==> config.mk <==
export PLATFORM = sky130hd
export DESIGN_NAME = tdc_spi_config
export DESIGN_NICKNAME = d
export VERILOG_FILES = /design/src/rtl/tdc_spi_config.sv
export SDC_FILE = /design/constraint.sdc
export NUM_CORES = 1
export LEC_CHECK = 0
export ABC_AREA = 1
export ABC_CLOCK_PERIOD_IN_PS = 3100
export BUFFER_PORTS_ARGS = -buffer_cell sky130_fd_sc_hd__buf_2
export CAP_MARGIN = 15
export CORE_ASPECT_RATIO = 1.2
export CORE_MARGIN = 4
export CORE_UTILIZATION = 38
export CTS_CLUSTER_DIAMETER = 100
export CTS_CLUSTER_SIZE = 8
export DETAILED_ROUTE_END_ITERATION = 10
export PLACE_DENSITY = 0.64
export SETUP_SLACK_MARGIN = 0.4
export SLEW_MARGIN = 0
export SYNTH_ARGS = -nofsm -noshare
export SYNTH_HDL_FRONTEND = slang
export SYNTH_SLANG_ARGS = --single-unit
export TNS_END_PERCENT = 1
==> constraint.sdc <==
create_clock -name clk -period 3.1 [get_ports clk]
set_input_delay 0 -clock clk [delete_from_list [all_inputs] [get_ports clk]]
set_output_delay 0 -clock clk [all_outputs]
set_load 0.01 [all_outputs]
==> src/rtl/tdc_spi_config.sv <==
// SPI configuration sequencer for a TDC: writes CONFIG2, INT_MASK and CONFIG1 in SPI mode 0.
// Optional macro TDC_READBACK_EN adds a CONFIG2 read-back frame and verifies the returned byte.
module tdc_spi_config #(
    parameter int unsigned CLK_DIV  = 4,
    parameter logic [7:0]  CFG1_VAL = 8'h00,
    parameter logic [7:0]  CFG2_VAL = 8'h40,
    parameter logic [7:0]  INTM_VAL = 8'h07
) (
    input  logic clk,
    input  logic rst,
    input  logic tdc_enable,
    input  logic soft_reset,
    output logic sclk,
    output logic csn,
    output logic mosi,
    input  logic miso,
    output logic busy,
    output logic cfg_done,
    output logic cfg_err
);

    localparam logic [7:0] DIV_LAST = 8'(CLK_DIV - 1);
`ifdef TDC_READBACK_EN
    localparam logic [1:0] LAST_FRAME = 2'd3;
`else
    localparam logic [1:0] LAST_FRAME = 2'd2;
`endif

    typedef enum logic [2:0] {IDLE, SETUP, SHIFT, HOLD, GAP, FINISH} state_t;

    state_t      state_q, state_d;
    logic [7:0]  div_q, div_d;
    logic [3:0]  bit_q, bit_d;
    logic        half_q, half_d;
    logic [1:0]  frame_q, frame_d;
    logic        err_d, done_d, busy_d, csn_d, sclk_d, mosi_d;
    logic [15:0] word_d;
    logic        div_end;
`ifdef TDC_READBACK_EN
    logic [7:0]  rx_q, rx_d;
`else
    logic        unused_miso;
    assign unused_miso = miso;
`endif

    function automatic logic [15:0] frame_word(input logic [1:0] idx);
        case (idx)
            2'd0:    frame_word = {8'h41, CFG2_VAL};
            2'd1:    frame_word = {8'h43, INTM_VAL};
            2'd2:    frame_word = {8'h40, CFG1_VAL};
            default: frame_word = {8'h01, 8'h00};
        endcase
    endfunction

    // Next-state, counters and next values of the registered SPI outputs
    always_comb begin
        state_d = state_q;
        div_d   = div_q;
        bit_d   = bit_q;
        half_d  = half_q;
        frame_d = frame_q;
        err_d   = cfg_err;
`ifdef TDC_READBACK_EN
        rx_d    = rx_q;
`endif
        div_end = (div_q == DIV_LAST);

        case (state_q)
            IDLE: begin
                div_d   = 8'd0;
                bit_d   = 4'd0;
                half_d  = 1'b0;
                frame_d = 2'd0;
                if (soft_reset && tdc_enable) begin
                    state_d = SETUP;
                    err_d   = 1'b0;
                end
            end
            SETUP: begin
                if (div_end) begin
                    div_d   = 8'd0;
                    state_d = SHIFT;
                end else begin
                    div_d = div_q + 8'd1;
                end
            end
            SHIFT: begin
                if (div_end) begin
                    div_d = 8'd0;
                    if (!half_q) begin
                        half_d = 1'b1;
`ifdef TDC_READBACK_EN
                        rx_d   = {rx_q[6:0], miso};
`endif
                    end else begin
                        half_d = 1'b0;
                        if (bit_q == 4'd15) state_d = HOLD;
                        else                bit_d   = bit_q + 4'd1;
                    end
                end else begin
                    div_d = div_q + 8'd1;
                end
            end
            HOLD: begin
                if (div_end) begin
                    div_d   = 8'd0;
                    state_d = GAP;
                end else begin
                    div_d = div_q + 8'd1;
                end
            end
            GAP: begin
                // Two divider passes give the 2*CLK_DIV inter-frame gap without widening the divider
                if (div_end) begin
                    div_d = 8'd0;
                    if (!half_q) begin
                        half_d = 1'b1;
                    end else begin
                        half_d = 1'b0;
                        bit_d  = 4'd0;
                        if (frame_q == LAST_FRAME) begin
                            state_d = FINISH;
`ifdef TDC_READBACK_EN
                            if (rx_q != CFG2_VAL) err_d = 1'b1;
`endif
                        end else begin
                            frame_d = frame_q + 2'd1;
                            state_d = SETUP;
                        end
                    end
                end else begin
                    div_d = div_q + 8'd1;
                end
            end
            FINISH:  state_d = IDLE;
            default: state_d = IDLE;
        endcase

        if ((state_q inside {SETUP, SHIFT, HOLD, GAP}) && !tdc_enable) begin
            state_d = FINISH;
            err_d   = 1'b1;
        end

        word_d = frame_word(frame_d);
        done_d = (state_d == FINISH);
        busy_d = (state_d inside {SETUP, SHIFT, HOLD, GAP});
        csn_d  = !(state_d inside {SETUP, SHIFT, HOLD});
        sclk_d = (state_d == SHIFT) && half_d;
        mosi_d = (state_d inside {SETUP, SHIFT}) ? word_d[~bit_d] : 1'b0;
    end

    always_ff @(posedge clk) begin
        if (rst) begin
            state_q  <= IDLE;
            div_q    <= 8'd0;
            bit_q    <= 4'd0;
            half_q   <= 1'b0;
            frame_q  <= 2'd0;
            sclk     <= 1'b0;
            csn      <= 1'b1;
            mosi     <= 1'b0;
            busy     <= 1'b0;
            cfg_done <= 1'b0;
            cfg_err  <= 1'b0;
`ifdef TDC_READBACK_EN
            rx_q     <= 8'd0;
`endif
        end else begin
            state_q  <= state_d;
            div_q    <= div_d;
            bit_q    <= bit_d;
            half_q   <= half_d;
            frame_q  <= frame_d;
            sclk     <= sclk_d;
            csn      <= csn_d;
            mosi     <= mosi_d;
            busy     <= busy_d;
            cfg_done <= done_d;
            cfg_err  <= err_d;
`ifdef TDC_READBACK_EN
            rx_q     <= rx_d;
`endif
        end
    end

endmodule

==> results.yml, run 1 <==
cells_and_area:
  syn2layout_area_growth_pct: 10.36
  num_antenna_cells: 0
  drive_gt1_share_pct: 16.18
  fin_cells: 293
  stdcell_area_sq_um: 1679
  nets: 251
detailed_routing:
  vias: 1378
  ant_nets: 0
  wire_per_inst_microns: 10.81
  routed_via_density: 4.703
  drc_errors: 0
  dr.pass1.iters: 4
  drt_iter0_drc: 73
  routed_wl_microns: 3166
global_route:
  gr-total-overflow: 0
  grt_usage_pct: 14.24
  first_global_vias: 1336
  grt_antenna_before_repair: 0
  grt_first_pass_wirelength_microns: 5899
  grt_max_degree: 21
yosys:
  synth-xor-area-share_pct: 0
  seq_area_frac_synth_pct: 31.58
  syn_area_per_cell_sq_um: 6.558
  synthAdderAreaFrac_pct: 3.289
  async_reset_ff_share_pct: 0
  synthDistinctLibCells: 31
  synth_compound_area_share_pct: 10.36
  synth_cells: 232
  syn_nets: 241
  ys.flop_type: "dfxtp_1"
  synth.cell_area_sq_um: 1521
  synth-simple-area-share_pct: 44.16
  synth-edff-count: 0
  synth.ff_latch_count: 24
  synth_top_family_by_area: "simple AND/OR/NAND/NOR gates"
  synth_mux_area_share_pct: 0
  ys_warn_count: 0
placed_design:
  dpl_cell_area_sq_um: 1608
  dp_hpwl_microns: 2418
  place_inst: 289
  io_buffers: 9
  gp_congestion: 0.8459
clock_network:
  insertion_delay_ns: 0.27
  clk_pin_slew_ns: 0.09
  cts_hold_buf: 0
  h-tree-depth: 1
  cts_setup_buffers: 0
  cts_tree: "yes"
  cts_inserted_buffers: 3
  ctsResizeCount: 0
  cts_max_path_buffers: 2
  cts.root.buffer_cell: "clkbuf_8"
  clock_sinks: 24
timing:
  tns_ns: 0
  slew_viol_final: 0
  period_share_pct: 69.21
  hold_viol: 0
  setup_viol: 0
  rsz0062_at_grt: "false"
  fin_skew_ns: 0.002300
  fmax_mhz: 466.1
  min_period_ns: 2.145
  max_slew_margin_pct: 63.45
  tightest_slew_ns: 0.5477
critical_path:
  crit_path_start_kind: "flip-flop"
  worst-setup-path-type: "reg2reg"
  cp.required_ns: 3.31
  rrSetupSlack_ns: 0.95
  critPathMaxFanout: 13
  ff2ff_path_depth: 13
  end_kind: "flip-flop"
  critPathArrivalTime_ns: 2.36
  r2r-start: "div_q[0]"
  crit-reg2reg-capture: "mosi"
job:
  drv_cap: 0
floorplan:
  die_w_microns: 65.76
  io_pins: 11
  floorplan.die.height_microns: 77.32
  rows: 24
  coreArea_sq_um: 3754
  start_util_pct: 40.53
  dieArea_sq_um: 5084
min_path:
  whs_endpoint: "cfg_err"
  hold_path_startpoint: "tdc_enable"
  hold_depth: 4
  hold_path_class: "in2reg"
pwr:
  power.leakage_uw: 0.0007755
  p_per_area_nw_per_um2: 457.6
  irDropWorstVdd_mv: 0.2665
outcome:
  status: "finished, final reports clean"
[sequential cells by signal, indices dropped and copies added, names as in the netlist]
register	count
div_q	8
bit_q	4
state_q	3
frame_q	2
busy	1
cfg_done	1
cfg_err	1
csn	1
half_q	1
mosi	1
sclk	1
[cell usage after synthesis (all sizes together) (2+ instances only)]
| library cell | n | share of area (%) |
|---|---|---|
| a21oi | 10 | 3.3 |
| nor2 | 30 | 11 |
| dfxtp | 24 | 32 |
| buf | 2 | 1.1 |
| clkbuf | 2 | 0.49 |
| nand3 | 28 | 10 |
| inv | 36 | 9.0 |
| o21ai | 14 | 4.9 |
| nand4 | 4 | 1.6 |
| ha | 4 | 3.3 |
| nand2 | 68 | 19 |
| nor3 | 4 | 2.0 |
[where the power goes]
part / switching [uW] / internal, uW / total (uW)
Clock: 106 / 173 / 279
Sequential: 13.4 / 325 / 338
Combinational: 101 / 50.0 / 152
Total: 221 / 547 / 768
[cell usage in the layout (no fill, tap or decap), drive strengths merged]
cell and instances:
nand2 68, nor3 4, nand3b 1, o21ai 14, a221oi 1, inv 36
clkbuf 3, o21bai 1, nand3 28, dfxtp 24, a21oi 10, ha 4
a211oi 1, or2 1, buf 9, nor2 30, o22ai 1, nand4 4
bufinv 1
[per-stage QoR]
step                      hold slack (ns)  total power, uW  setup WS [ns]  util (%)
after detailed placement           0.3541            498.9         0.9748     42.83
after global placement             0.3479            498.4          1.006     42.83
after floorplan                    0.1839            463.6          1.441         -
after CTS                         0.05433            780.4         0.9550     44.73
final                             0.05835            768.4         0.9546     44.73
after global routing              0.08651            816.5         0.5533     44.73
[critical path, stage by stage (launching register included)]
cell	delay, ns
dfxtp_1	0.38
ha_1	0.26
nand2_1	0.09
nor2_2	0.45
nand3_1	0.13
nand2_1	0.18
nand2_1	0.09
nand2_1	0.13
inv_1	0.05
nand2_1	0.05
nand2_1	0.05
nand2_1	0.06
nand3_1	0.07
nor2_1	0.09
[cells by family (layout without fill, tap and decap cells)]
group | count (synthesis) | count (layout)
AO/OA/AOI/OAI | 28 | 28
adder cells (fa/ha/maj) | 4 | 4
buffers and inverters | 40 | 49
flip-flops | 24 | 24
AND/OR/NAND/NOR | 136 | 136
[area by class of cell]
type / count / area (sq um)
clock inverters: 1 / 30.03
multi-input cells: 168 / 879.6
well taps: 52 / 65.06
inverters: 36 / 137.6
repair buffers: 9 / 45.04
fillers: 402 / 2074
flip-flops and latches: 24 / 480.5
clock buffers: 3 / 41.29
[worst max path at each step]
stage | end | slack (ns) | cells past startpoint | from
final | mosi | 0.95 | 13 | div_q[0]
after global routing | mosi | 0.55 | 13 | div_q[0]
after CTS | mosi | 0.95 | 13 | div_q[0]
after detailed placement | mosi | 0.97 | 13 | div_q[0]
after global placement | mosi | 1.01 | 13 | div_q[0]
after floorplan | csn | 1.44 | 9 | div_q[0]
[layer usage]
layer	routed length (microns)	global-route usage (%)	vias up
met5	0	0	-
met4	51	5.394	0
met3	60	1.901	6
met2	1437	22.27	12
met1	1616	19.64	606
li1	-	-	754
Note: power is estimated with default switching activity, not from simulation.
==> run 2: changes to the inputs <==
Settings changed: ABC_AREA 1 to 0, ABC_CLOCK_PERIOD_IN_PS 3100 to 1880, PLACE_DENSITY 0.64 to 0.66.
Clock period 3.1 ns to 1.88 ns, I/O delays scaled along.
==> run 2 against run 1 <==
Against the previous run: core utilization up 15 points; sequential cell count stayed put; routed wire length is 34% higher; synthesized cell count down 22%; hold slack better by 0.038 ns; sequential share of layout area decreased by 6.4 points; design area grew 30%; the flow now finishes with violations (setup timing); final cell count shrank 0.68%; sequential power is 58% higher.
==> results.yml, run 2 <==
outcome:
  status: "finished with violations"
  violations: "setup timing"
yosys:
  synth_most_common_cell: "dfxtp_1"
  synthDistinctLibCells: 55
  synth_top_area_cell: "dfxtp_1"
  synth_top_area_share_pct: 32.88
  seq_area_frac_synth_pct: 32.88
  synth_cells: 181
  syn_area_per_cell_sq_um: 8.074
  synth.cell_area_sq_um: 1461
  async_reset_ff_share_pct: 0
  ys_top_cells_by_count: "dfxtp_1, nor2_1, nand2_1"
  ys.flop_type: "dfxtp_1"
  synth-edff-count: 0
  synth.ff_latch_count: 24
  ys_warn_count: 0
  syn_nets: 190
  netlist_top_cells_area: "dfxtp_1, nor2_1, nand2_1"
timing:
  max_slew_margin_pct: 63.25
  rsz0062_at_grt: "true"
  fin_skew_ns: 0.009528
  slew_viol_final: 0
  hold_viol: 0
  tightest_slew_ns: 0.5495
  period_share_pct: 117.5
  setup_slack_ns: -0.3294
  setup_viol: 7
  holdWs_ns: 0.09649
  fmax_mhz: 452.6
  min_period_ns: 2.209
clock_network:
  cts_max_path_buffers: 2
  h-tree-depth: 1
  cts_inserted_buffers: 3
  cts.root.buffer_cell: "clkbuf_8"
  cts_setup_buffers: 0
  clk_pin_slew_ns: 0.09
  clock_sinks: 24
  insertion_delay_ns: 0.28
  cts_tree: "yes"
  cts_hold_buf: 0
placed_design:
  dpl_cell_area_sq_um: 1964
  place_inst: 286
  io_buffers: 9
  dp_hpwl_microns: 3015
  gp_congestion: 0.8907
cells_and_area:
  num_antenna_cells: 0
  final_util_pct: 59.46
  drive_gt1_share_pct: 43.93
  final_cell_mix: "buf_4, nor2_1, dfxtp_1, nand2_1, a21oi_1"
  final_common_cell: "buf_4"
  reg_top3: "div_q x8, bit_q x4, state_q x3"
  largest_register_ffs: 8
  syn2layout_area_growth_pct: 49.06
  stdcell_area_sq_um: 2178
  top_register: "div_q"
  fill_cells: 321
  nets: 249
  fin_cells: 291
floorplan:
  rows: 24
  io_pins: 11
  start_util_pct: 39.89
  dieArea_sq_um: 4906
  coreArea_sq_um: 3664
  floorplan.die.height_microns: 75.94
  die_w_microns: 64.61
detailed_routing:
  wire_per_inst_microns: 14.60
  ant_nets: 0
  dr.pass1.iters: 4
  vias: 1579
  routed_wl_microns: 4248
  drt_iter0_drc: 62
  drc_errors: 0
  routed_via_density: 5.426
pwr:
  irDropWorstVdd_mv: 0.4346
  power.leakage_uw: 0.0008933
  p_per_area_nw_per_um2: 620.5
global_route:
  first_global_vias: 1528
  grt_first_pass_wirelength_microns: 6927
  grt_max_degree: 23
  grt_usage_pct: 17.48
  grt_antenna_before_repair: 0
  gr-total-overflow: 0
min_path:
  hold_path_class: "in2reg"
critical_path:
  crit_path_start_kind: "flip-flop"
  worst-setup-path-type: "reg2reg"
  critPathArrivalTime_ns: 2.42
  critPathMaxFanout: 5
  cp.required_ns: 2.09
  end_kind: "flip-flop"
job:
  drv_cap: 0
## run 2: kinds of logic (layout without fill, tap and decap cells)
group | count (synthesis) | in the layout | synth area share, %
muxes | 1 | 1 | 0.6850
and+or+nand+nor | 92 | 93 | 35.79
buffers and inverters | 14 | 71 | 3.767
DFF | 24 | 24 | 32.88
adders and majority gates | 5 | 5 | 4.110
xor gates and xnor gates | 1 | 1 | 0.5994
AOI/OAI and AO/OA | 44 | 44 | 22.18
## run 2: routing by layer
metal  GRT usage, %  vias up  share of wire [%]
li1               -      794                  -
met1          20.87      748                 43
met2          30.17       27                 50
met3          3.107       10                3.5
met4          7.400        0                2.7
met5              0        -                  0
## run 2: path summary, 6_finish.rpt
kind,cells after the start,start,slack (ns),end
min reg2reg,2,cfg_err,0.50,cfg_err
max reg2reg,7,div_q[1],-0.33,mosi
max,7,div_q[1],-0.33,mosi
min,4,soft_reset,0.1,cfg_err
## run 2: power by group
part           leakage (uW)  internal, uW  switching, uW  total [uW]
clock             0.0000357           285            181         466
combinational      0.000662           174            176         350
sequential         0.000195           526           9.24         535
## run 2: stage by stage
step	power, uW	TNS (ns)	setup WS, ns
floorplan	705.2	-0.5578	-0.3032
global placement	850.4	-1.343	-0.3407
detailed placement	853.4	-1.671	-0.4157
CTS	1334	-0.8098	-0.3524
global route	1419	-1.478	-0.4428
finish	1352	-0.6473	-0.3294
## run 2: layout make-up
| cell class | instances | area (sq um) | share of cell area [%] |
|---|---|---|---|
| clock buffer | 3 | 41.29 | 1.895 |
| clock inverter | 1 | 30.03 | 1.379 |
| inverter | 3 | 11.26 | 0.5169 |
| multi-input combinational | 144 | 1079 | 49.51 |
| sequential | 24 | 483.0 | 22.17 |
| tap | 52 | 65.06 | 2.987 |
| timing repair buffer | 64 | 469.2 | 21.54 |
## run 2: worst max-delay path, stage by stage, from the launching register on
cell      delay (ns)
dfxtp_2         0.36
ha_4            0.14
or4b_4          0.50
or4_4           0.45
a21oi_4         0.23
o21a_1          0.18
o31ai_2         0.07
a211oi_2        0.21
## run 2: timing repair
item / 4_1_cts / 5_1_grt
pin swaps: 9 / 5
cloned: 0 / 1
endpoints found under the setup margin: 23 / 23
hold endpoints to repair: 0 / 0
gates resized for setup: 17 / 12
==> run 3: changes to the inputs <==
Settings changed: CELL_PAD_IN_SITES_DETAIL_PLACEMENT from default to 1, CELL_PAD_IN_SITES_GLOBAL_PLACEMENT from default to 1, PLACE_DENSITY 0.66 to 0.8.
==> run 3 against run 2 <==
Against the previous run: the flow still finishes with violations (setup timing); core utilization is essentially flat; first-iteration DRC count grew 66%; combinational power grew 8.0%; sequential share of layout area is essentially flat; clock-buffer cell count is the same; register-to-register slack lost 0.14 ns; clock skew grew 0.0024 ns; critical path depth is the same; clock power grew 3%; sequential cell count is the same; die area is the same; power grew 3.1%.
==> results.yml, run 3 (same netlist as run 2, synthesis figures left out) <==
outcome:
  status: "finished with violations"
  violations: "setup timing"
critical_path:
  worst-setup-path-type: "reg2reg"
  path_buf_inv: 0
  critPathMaxFanout: 5
  cp.required_ns: 2.09
  critPathArrivalTime_ns: 2.55
  slowest_stage: "or4b_4"
  cp_top_family: "simple AND/OR/NAND/NOR gates"
  slowest_delay_ns: 0.52
  crit_path_start_kind: "flip-flop"
  end_kind: "flip-flop"
  path_cells: "ha_4 > or4b_4 > or4_4 > a21oi_4 > o21a_1 > o21ai_2 > a211oi_2"
global_route:
  gr-total-overflow: 0
  grt_max_degree: 23
  grt_first_pass_wirelength_microns: 8859
  grt_usage_pct: 22.74
  first_global_vias: 1742
  grt_antenna_before_repair: 0
timing:
  slew_viol_final: 0
  period_share_pct: 124.8
  fin_skew_ns: 0.01189
  min_period_ns: 2.347
  setup_viol: 12
  tightest_slew_ns: 0.5704
  holdWs_ns: 0.1372
  fmax_mhz: 426.1
  max_slew_margin_pct: 61.80
  hold_viol: 0
  setup_slack_ns: -0.4670
  rsz0062_at_grt: "true"
floorplan:
  coreArea_sq_um: 3664
  start_util_pct: 39.89
  rows: 24
  io_pins: 11
  die_w_microns: 64.61
  dieArea_sq_um: 4906
  floorplan.die.height_microns: 75.94
job:
  drv_cap: 0
cells_and_area:
  drive_gt1_share_pct: 45.13
  reg_top3: "div_q x8, bit_q x4, state_q x3"
  final_common_cell: "buf_4"
  syn2layout_area_growth_pct: 48.97
  top_register: "div_q"
  nets: 236
  fill_cells: 439
  largest_register_ffs: 8
  num_antenna_cells: 0
  final_util_pct: 59.43
  final_cell_mix: "buf_4, nor2_1, dfxtp_1, nand2_1, a21oi_1"
placed_design:
  dp_hpwl_microns: 3608
  io_buffers: 9
  gp_congestion: 0.8281
min_path:
  hold_path_class: "in2reg"
detailed_routing:
  dr.pass1.iters: 4
  wire_per_inst_microns: 23.26
  ant_nets: 0
  drt_iter0_drc: 103
  routed_wl_microns: 6466
  drc_errors: 0
  routed_via_density: 6.115
  vias: 1700
clock_network:
  clock_sinks: 24
  insertion_delay_ns: 0.29
  cts_hold_buf: 0
  cts.root.buffer_cell: "clkbuf_8"
  cts_max_path_buffers: 2
  h-tree-depth: 1
  cts_tree: "yes"
  clk_pin_slew_ns: 0.10
  cts_inserted_buffers: 3
pwr:
  power.leakage_uw: 0.0008802
  irDropWorstVdd_mv: 0.3616
  p_per_area_nw_per_um2: 640.2
==> run 3: cell types whose count changed in the layout (fill, tap and decap cells not counted), moves of 2 or more <==
cell	change
buf_4	-12
nand2_4	+2
nor3_4	+2
nor4_1	-2
nor4_4	+2
==> run 3: per-stage QoR <==
step | TNS, ns | setup slack, ns | power, uW | std cells | cell area [sq um]
after floorplan | -0.5578 | -0.3032 | 705.2 | 181 | 1491
after global placement | -2.360 | -0.3674 | 813.0 | 273 | 1867
after detailed placement | -3.504 | -0.4515 | 828.2 | 273 | 1867
after CTS | -1.306 | -0.4223 | 1325 | 277 | 2038
after global routing | -3.601 | -0.5114 | 1448 | 278 | 2177
final | -2.130 | -0.4670 | 1394 | 278 | 2177
==> run 3: final timing paths <==
| check | from | to | slack (ns) | cells after the start |
|---|---|---|---|---|
| max | div_q[1] | mosi | -0.47 | 7 |
| min | soft_reset | cfg_err | 0.14 | 4 |
| max reg2reg | div_q[1] | mosi | -0.47 | 7 |
| min reg2reg | cfg_err | cfg_err | 0.50 | 2 |
==> run 3: area by class of cell <==
cell class	instances	area [sq um]	share of cell area [%]
clock buffer	3	41.29	1.897
clock inverter	1	30.03	1.379
inverter	3	11.26	0.5172
multi-input combinational	144	1179	54.14
sequential	24	483.0	22.18
tap	52	65.06	2.989
timing repair buffer	51	367.9	16.90
==> run 3: what timing repair did <==
action / in CTS / in global routing
pin swaps: 8 / 6
cloned: 0 / 1
resized for setup: 24 / 24
setup endpoints to repair: 24 / 24
setup buffers: 0 / 0
hold endpoints to repair: 0 / 0
==> run 3: layer usage <==
layer  up-vias  global-route usage (%)  wire length, microns
met5         -                       0                     0
met4         0                   8.245                   301
met3        28                   3.107                   263
met2        58                   41.53                  3489
met1       855                   26.34                  2411
li1        759                       -                     -
==> run 3: power by group <==
group / leakage, uW / internal, uW / switching (uW)
Sequential: 0.000195 / 526 / 11.3
Clock: 0.0000357 / 286 / 192
Combinational: 0.000649 / 161 / 217
Total: 0.000880 / 973 / 421
==> run 3: tightest hold or removal path, cell delays in order <==
cell and delay (ns):
buf_2 0.09, nand2_1 0.13, nand2_1 0.11, a211oi_1 0.06
